## src/rtl/fifo_rd_ctrl.sv

```systemverilog
// fifo_rd_ctrl: read-side controller of an asynchronous FIFO.
// Synchronizes the Gray write pointer into rclk and keeps the binary and Gray
// read pointers. Produces the registered empty flag and occupancy, and the
// registered read data.
// Compile-time option: define RD_FWFT_EN for first-word-fall-through output.
// Without it, the block uses the standard pop-on-rinc output.
module fifo_rd_ctrl #(
    parameter int DATASIZE = 8,
    parameter int ADDRSIZE = 4
) (
    input  logic                rclk,
    input  logic                rrst,
    input  logic                rinc,
    input  logic [ADDRSIZE:0]   rwptr,
    input  logic [DATASIZE-1:0] rmem_data,
    output logic [ADDRSIZE-1:0] raddr,
    output logic [DATASIZE-1:0] rdata,
    output logic                rvalid,
    output logic                rempty,
    output logic [ADDRSIZE:0]   rptr,
    output logic [ADDRSIZE:0]   rlevel
);

    logic [ADDRSIZE:0] rq1, rq2;
    logic [ADDRSIZE:0] rbin, rbinnext, rgraynext, rwbin;
    logic              pop_req, pop;

    function automatic logic [ADDRSIZE:0] gray2bin(input logic [ADDRSIZE:0] g);
        logic [ADDRSIZE:0] b;
        b[ADDRSIZE] = g[ADDRSIZE];
        for (int i = ADDRSIZE - 1; i >= 0; i--) b[i] = b[i+1] ^ g[i];
        return b;
    endfunction

    // Two-flop synchronizer: the only path from the write-domain pointer.
    always_ff @(posedge rclk) begin
        if (rrst) begin
            rq1 <= '0;
            rq2 <= '0;
        end else begin
            rq1 <= rwptr;
            rq2 <= rq1;
        end
    end

`ifdef RD_FWFT_EN
    // FWFT: fetch whenever the output register is free or being consumed.
    assign pop_req = !rvalid || rinc;
`else
    // Standard: each rinc requests one word.
    assign pop_req = rinc;
`endif

    // Next-pointer arithmetic shared by the pointer, flag and level registers.
    always_comb begin
        pop       = pop_req && !rempty;
        rbinnext  = rbin + {{ADDRSIZE{1'b0}}, pop};
        rgraynext = (rbinnext >> 1) ^ rbinnext;
        rwbin     = gray2bin(rq2);
    end

    assign raddr = rbin[ADDRSIZE-1:0];

    // Pointer, empty flag and occupancy all update on the same edge as a pop.
    always_ff @(posedge rclk) begin
        if (rrst) begin
            rbin   <= '0;
            rptr   <= '0;
            rempty <= 1'b1;
            rlevel <= '0;
        end else begin
            rbin   <= rbinnext;
            rptr   <= rgraynext;
            rempty <= (rgraynext == rq2);
            rlevel <= rwbin - rbinnext;
        end
    end

    // Output data register; rvalid meaning depends on the output mode.
    always_ff @(posedge rclk) begin
        if (rrst) begin
            rdata  <= '0;
            rvalid <= 1'b0;
        end else if (pop) begin
            rdata  <= rmem_data;
            rvalid <= 1'b1;
        end else begin
`ifdef RD_FWFT_EN
            // Held word consumed with nothing behind it in memory.
            if (rinc) rvalid <= 1'b0;
`else
            rvalid <= 1'b0;
`endif
        end
    end

endmodule

```

## config.mk

```make
export PLATFORM = sky130hd
export DESIGN_NAME = fifo_rd_ctrl
export DESIGN_NICKNAME = d
export VERILOG_FILES = /design/src/rtl/fifo_rd_ctrl.sv
export SDC_FILE = /design/constraint.sdc
export NUM_CORES = 1
export LEC_CHECK = 0
export CAP_MARGIN = 10
export CORE_MARGIN = 2
export CORE_UTILIZATION = 51
export CTS_BUF_LIST = sky130_fd_sc_hd__clkbuf_2
export DETAILED_ROUTE_END_ITERATION = 10
export GPL_TIMING_DRIVEN = 0
export PLACE_DENSITY = 0.86
export SYNTH_ARGS = -nofsm -noshare
export SYNTH_HDL_FRONTEND = slang
export SYNTH_SLANG_ARGS = --single-unit
```

## constraint.sdc

```tcl
create_clock -name rclk -period 7.11 [get_ports rclk]
set_clock_uncertainty 0.1 [all_clocks]
set_input_delay 1.0665 -clock rclk [delete_from_list [all_inputs] [get_ports rclk]]
set_output_delay 1.0665 -clock rclk [all_outputs]
set_load 0.01 [all_outputs]
```

; ---- Word level (Yosys, flattened, before mapping)
; Cells that the tools add are included.
[word_totals]
regBits = 35
in_bits = 16
wordCells = 19
[classes]
addsub = 2
n_eq_ne = 1
n_mux = 1
bitwise_logic = 5
n_reduce_logical = 2
[op_table]
columns = cell, count
row1 = $add A5 B1 Y5, 1
row2 = $eq A5 B5 Y1, 1
row3 = $sub A5 B5 Y5, 1
row4 = $xor A4 B5 Y5, 1
row5 = $xor A1 B1 Y1, 4
row6 = $logic_and A1 B1 Y1, 1
row7 = $logic_not A1 Y1, 1
row8 = $mux W1, 1

; ---- Depth between registers and ports, before layout
; Gate-level depths: netlist of run 1.
[depth]
ltp_word = 5
depth_mapped = 11
mapped_depth_nobuf = 11

; ---- Worst setup path after synthesis of run 1
; Ideal clock, no wire load.
[synth_path]
kind = input to register
start = input port rinc
end = register rlevel[4]
t_arrival_ns = 3.469
setup_slack_ns = 3.413
stages = 11
cell_sequence = nand2b_1 > clkbuf_1 > clkinv_1 > ha_1 > ha_1 > inv_1 > fa_1 > a21o_1 > maj3_1 > xnor2_1 > nor2_1
[synth_between]
elab_chain_cells = 3
[synth_rtl]
columns = element, line_no
row1 = start: declaration, 13  ; input logic rinc,
row2 = $logic_and A1 B1 Y1, 56  ; pop = pop_req && !rempty;
row3 = named net pop, 26  ; logic pop_req, pop;
row4 = $add A5 B1 Y5, 57  ; rbinnext = rbin + {{ADDRSIZE{1'b0}}, pop};
row5 = named net rbinnext[1], 25  ; logic [ADDRSIZE:0] rbin, rbinnext, rgraynext, rwbin;
row6 = $sub A5 B5 Y5, 75  ; rlevel <= rwbin - rbinnext;
row7 = end signal: assignment, 75
row8 = end: declaration, 21  ; output logic [ADDRSIZE:0] rlevel
; The timed path passes the listed nets, and every way through them passes these cells.
; A chain may end at the register's enable or synchronous reset.

; ---- Worst setup path in the final report of run 1
; Same ends and word-level chain as after synthesis.

==> results of run 1 <==
==> worst max-delay path, stage by stage <==
cell	delay, ps
clkdlybuf4s50_1	400
nand2b_1	70
clkbuf_1	340
clkinv_1	340
ha_1	330
ha_1	360
inv_1	130
fa_1	450
a21o_1	200
maj3_1	360
xnor2_1	150
nor2_1	50
==> worst min path at each step <==
stage	from	endpoint	slack, ps	cells past startpoint
2_1_floorplan	rq1[0]	rq2[0]	310	1
3_3_place_gp	rq1[1]	rq2[1]	320	1
3_5_place_dp	rq1[3]	rq2[3]	330	1
4_1_cts	rdata[2]	rdata[2]	370	2
5_1_grt	rq1[3]	rq2[3]	370	1
6_report	rq1[3]	rq2[3]	360	1
==> power by group <==
part / switching, µW / internal [µW]
clock: 57.3 / 25.6
sequential: 4.71 / 204
combinational: 33.9 / 46.0
==> layer usage <==
layer	vias to the layer above	track usage (%)	share of wire, %
li1	527	-	-
met1	450	16.4	42
met2	33	31.1	49
met3	7	5.39	6.0
met4	0	11.5	2.7
met5	-	0	0
==> stage by stage <==
stage / total power (µW) / instance area, µm² / hold WS, ps
2_1_floorplan: 257 / 1340 / 314
3_3_place_gp: 291 / 1770 / 319
3_5_place_dp: 293 / 1770 / 334
4_1_cts: 376 / 1800 / 365
5_1_grt: 391 / 1800 / 371
6_report: 371 / 1800 / 362
==> kinds of logic (layout without fill, tap and decap cells) <==
logic type	count (synthesis)	in the layout	synth area share, %
AND/OR/NAND/NOR	52	52	18.3
XOR/XNOR	20	20	14.7
AO/OA/AOI/OAI	15	15	7.01
buffers and inverters	8	54	2.24
adder cells (fa/ha/maj)	7	7	6.92
flip-flops	34	34	50.8
==> cell usage after synthesis, drive strengths merged (2+ instances only) <==
| cell | number |
|---|---|
| a21o | 2 |
| a21oi | 9 |
| clkbuf | 4 |
| dfxtp | 34 |
| ha | 5 |
| inv | 3 |
| nand2 | 19 |
| nand3 | 3 |
| nor2 | 13 |
| nor2b | 12 |
| xnor2 | 12 |
| xor2 | 7 |
==> sequential cells by signal (all words and copies together) (netlist names) <==
| signal | flops |
|---|---|
| rq1 | 5 |
| rdata | 8 |
| rbin | 4 |
| rvalid | 1 |
| rq2 | 5 |
| rlevel | 5 |
| rempty | 1 |
| rptr | 5 |
==> cell type report <==
class                   count  area [µm²]
flip-flops and latches     34         681
well taps                  30        37.5
fillers                   190         676
repair buffers             39         390
inverters                   4        15.0
plain buffers               4        15.0
clock buffers               7        35.0
multi-input cells          94         628
==> run_results.csv, run 1 <==
group,metric,value,unit
status,status,"complete, no violations",
synthesis,seq_area_frac_synth,50.8,%
routing,vias,1017,
cts,post_cts_buffers,0,
floorplan,io-pin-count,40,
cts,root_buffer,"clkbuf_2",
routing,final_antenna_net_count,0,
critical_path,r2r_slack,3720,ps
cts,h-tree-depth,2,
routing,drt_iter0_markers,14,
global_routing,grt-ovfl-total,0,
routing,wl,2480,µm
synthesis,synth_edf_count,0,
final_layout,fin_nets,204,
synthesis,netlist_top_cells_area,"dfxtp_1, xnor2_1, nor2b_1",
placement,post-place-ws,2620,ps
synthesis,synth_cell_types,26,
synthesis,synth_top_area_share,50.8,%
critical_path,startpoint,"rinc",
cts,cts_sinks,34,
cts,cts_buffers,5,
placement,place.gp.congestion,0.740,
power_and_ir_drop,irDropWorstVdd,153,µV
sta,min_period,4100,ps
global_routing,antenna_found_initial,0,
min_path,hp-class,"flip-flop to flip-flop",
final_layout,area_delta_synth_final,34.6,%
final_layout,final_common_cell,"clkdlybuf4s50_1",
sta,hold_viol,0,
synthesis,ys_async_sr_fraction,0,%
critical_path,arrival,4260,ps
sta,fin_crit_sh,57.7,%
sta,max_freq,0.244,GHz
critical_path,endpoint,"rlevel[4]",
synthesis,netlist_instances,136,
placement,port_buffers,39,
placement,dp_cells,205,
routing,detail_route.wl_per_cell,11.7,µm
critical_path,crit_type,"input port to flip-flop",
global_routing,grt_pass1_vias,951,
critical_path,worst_setup_path_start_kind,"input port",
power_and_ir_drop,leakage,0.000710,µW
sta,setup_slack,3010,ps
sta,drv_slew,0,
floorplan,dieArea,3050,µm²
routing,via_per_inst,4.80,
floorplan,die_h,55.2,µm
cts,ctsResizeCount,0,
global_routing,grt_max_degree,11,
floorplan,rows,18,
routing,drc_errors,0,
final_layout,drive_gt1_share,5.49,%
job,drv_cap,0,
final_layout,mostFrequentLayoutCells,"clkdlybuf4s50_1, dfxtp_1, nand2_1",
floorplan,coreArea,2480,µm²
sta,rsz0062_at_grt,"no",
sta,fin_tns_setup,0,ps
critical_path,path_max_fanout,10,
critical_path,rr_endpoint,"rlevel[4]",
critical_path,crit_required,7270,ps
power_and_ir_drop,power_per_cell_area,206,nW/µm²
cts,clk_path_buf_depth,2,
synthesis,yosysTopAreaCell,"dfxtp_1",
cts,cts_tree,"yes",
synthesis,ys_ff_latch,34,
synthesis,avgSynthCellArea,9.84,µm²
cts,cts_hold_buf,0,
sta,setup_viol,0,
cts,clock_latency,360,ps
floorplan,initial_utilization,54.0,%
final_layout,final_util,72.7,%
synthesis,yosys_warnings,0,
sta,slew_headroom,70.5,%
floorplan,die_width,55.2,µm
placement,hpwl,1930,µm
global_routing,grt_pass1_wl,3970,µm
critical_path,rr_worst_depth,11,
final_layout,antenna_cells,0,
cts,cts.clk_slew.worst_paths,150,ps
synthesis,syn_area,1340,µm²
global_routing,track_usage,17.2,%
critical_path,crit_path_end_kind,"flip-flop",
routing,firstDrtPassIters,4,
sta,worst_pin_slew,442,ps
synthesis,ys.flop_type,"dfxtp_1",
critical_path,r2r_start,"rempty",
final_layout,instances_no_fill,212,
synthesis,syn-num-nets,158,
Power figures use the tool's default switching activity.
==> inputs of run 2 (changes only) <==
--- a/config.mk
+++ b/config.mk
@@ -7,11 +7,11 @@
 export LEC_CHECK = 0
 export CAP_MARGIN = 10
 export CORE_MARGIN = 2
-export CORE_UTILIZATION = 51
+export CORE_UTILIZATION = 43
 export CTS_BUF_LIST = sky130_fd_sc_hd__clkbuf_2
 export DETAILED_ROUTE_END_ITERATION = 10
 export GPL_TIMING_DRIVEN = 0
-export PLACE_DENSITY = 0.86
+export PLACE_DENSITY = 0.77
 export SYNTH_ARGS = -nofsm -noshare
 export SYNTH_HDL_FRONTEND = slang
 export SYNTH_SLANG_ARGS = --single-unit
==> constraint.sdc (replaced) <==
create_clock -name rclk -period 3.7 [get_ports rclk]
set_clock_uncertainty 0.1 [all_clocks]
set_input_delay 0.555 -clock rclk [delete_from_list [all_inputs] [get_ports rclk]]
set_output_delay 0.555 -clock rclk [all_outputs]
set_load 0.01 [all_outputs]
==> run 2 against run 1 <==
Against the previous run:
- critical path depth shrank 1
- sequential power grew 93%
- cell count grew 0.94%
- largest cell class unchanged
==> run_results.csv, run 2 (same netlist as run 1, synthesis figures left out) <==
group,metric,value,unit
sta,slew_headroom,67.5,%
routing,detail_route.wl_per_cell,11.4,µm
final_layout,antenna_cells,0,
critical_path,crit_required,3860,ps
placement,hpwl,1870,µm
final_layout,largest_reg_flops,8,
final_layout,largest-register,"rdata",
floorplan,die_width,59.8,µm
power_and_ir_drop,leakage,0.000714,µW
floorplan,rows,20,
critical_path,crit_path_end_kind,"flip-flop",
sta,max_freq,0.294,GHz
global_routing,grt_max_degree,11,
final_layout,mostFrequentLayoutCells,"clkdlybuf4s50_1, dfxtp_1, nand2_1",
power_and_ir_drop,fin_total_pwr,779,µW
critical_path,path_max_fanout,10,
routing,wl,2440,µm
routing,vias,1040,
cts,clk_path_buf_depth,2,
routing,drc_errors,0,
cts,cts_hold_buf,0,
critical_path,path_cells,"clkdlybuf4s50_1 > nand2b_1 > clkinvlp_4 > ha_1 > ha_1 > inv_1 > fa_1 > a21o_1 > maj3_1 > xnor2_1 > nor2_1",
floorplan,die_h,59.8,µm
critical_path,crit_type,"input port to flip-flop",
sta,worst_pin_slew,487,ps
cts,ctsResizeCount,0,
power_and_ir_drop,irDropWorstVdd,326,µV
placement,port_buffers,39,
critical_path,critPathSlowestCell,"fa_1",
placement,place.gp.congestion,0.785,
cts,cts_sinks,34,
final_layout,drive_gt1_share,5.52,%
sta,rsz0062_at_grt,"no",
cts,cts.clk_slew.worst_paths,170,ps
cts,cts_buffers,5,
critical_path,arrival,3560,ps
global_routing,grt_pass1_wl,4030,µm
sta,min_period,3400,ps
routing,drt_iter0_markers,23,
critical_path,cp_common_cell,"ha_1",
critical_path,worst_setup_path_start_kind,"input port",
placement,post-place-ws,-301,ps
critical_path,crit_path_max_incr_delay,450,ps
cts,post_cts_buffers,0,
global_routing,antenna_found_initial,0,
min_path,hp-class,"flip-flop to flip-flop",
global_routing,grt-ovfl-total,0,
floorplan,initial_utilization,44.6,%
global_routing,grt_pass1_vias,978,
status,status,"complete, no violations",
global_routing,track_usage,15.3,%
cts,clock_latency,370,ps
sta,fin_crit_sh,91.8,%
final_layout,area_delta_synth_final,36.6,%
routing,firstDrtPassIters,4,
final_layout,fin_nets,203,
cts,h-tree-depth,2,
floorplan,dieArea,3580,µm²
cts,root_buffer,"clkbuf_2",
sta,setup_viol,0,
cts,cts_tree,"yes",
sta,drv_slew,0,
job,drv_cap,0,
floorplan,coreArea,3000,µm²
routing,via_per_inst,4.86,
floorplan,io-pin-count,40,
final_layout,final_common_cell,"clkdlybuf4s50_1",
final_layout,final_cell_area,1830,µm²
power_and_ir_drop,power_per_cell_area,426,nW/µm²
placement,place_area,1770,µm²
routing,final_antenna_net_count,0,
sta,hold_viol,0,
sta,setup_slack,303,ps
-- run 2: worst paths after layout --
path,startpoint,end,slack (ps),depth (start not counted)
min reg2reg,rq1[1],rq2[1],340,1
max,rinc,rlevel[4],300,11
max reg2reg,rempty,rlevel[4],500,10
min,rq1[1],rq2[1],340,1
-- run 2: metrics by stage --
step                      TNS (ps)  utilization (%)  hold slack (ps)  cells
after floorplan                  0                -              314    136
after global placement        -226             59.0              318    208
after detailed placement      -301             59.0              323    208
after CTS                        0             60.9              348    215
after global routing             0             60.9              357    214
final                            0             60.9              341    214
-- run 2: cell type report --
cell class / count / area (µm²)
Buffer: 3 / 11.3
Clock buffer: 5 / 25.0
Clock inverter: 2 / 33.8
Fill cell: 272 / 1170
Inverter: 4 / 18.8
Multi-Input combinational cell: 94 / 628
Sequential cell: 34 / 681
Tap cell: 33 / 41.3
Timing Repair Buffer: 39 / 390
-- run 2: metal layers --
layer | GRT usage [%] | vias to the layer above | routed length (µm)
met5 | 0 | - | 0
met4 | 6.03 | 0 | 21
met3 | 6.49 | 3 | 199
met2 | 26.2 | 39 | 1200
met1 | 16.6 | 474 | 1020
li1 | - | 524 | -
-- run 2: worst max-delay path: cells and delay by family --
family | cells | cell delay [ps]
buf+inv | 3 | 800
fa+ha+maj | 4 | 1460
compound gates | 1 | 210
simple gates | 2 | 350
xor+xnor | 1 | 160
-- run 2: power by group --
part	internal, µW	switching (µW)
logic	87.9	65.0
registers	392	9.19
clock network	109	117
total	588	191
==> inputs of run 3 (changes only) <==
--- a/config.mk
+++ b/config.mk
@@ -9,6 +9,7 @@
 export CORE_MARGIN = 2
 export CORE_UTILIZATION = 43
 export CTS_BUF_LIST = sky130_fd_sc_hd__clkbuf_2
+export CTS_CLUSTER_DIAMETER = 40
 export DETAILED_ROUTE_END_ITERATION = 10
 export GPL_TIMING_DRIVEN = 0
 export PLACE_DENSITY = 0.77
==> results of run 3 <==
The final DEF is identical to that of run 2; final timing and power are the same.
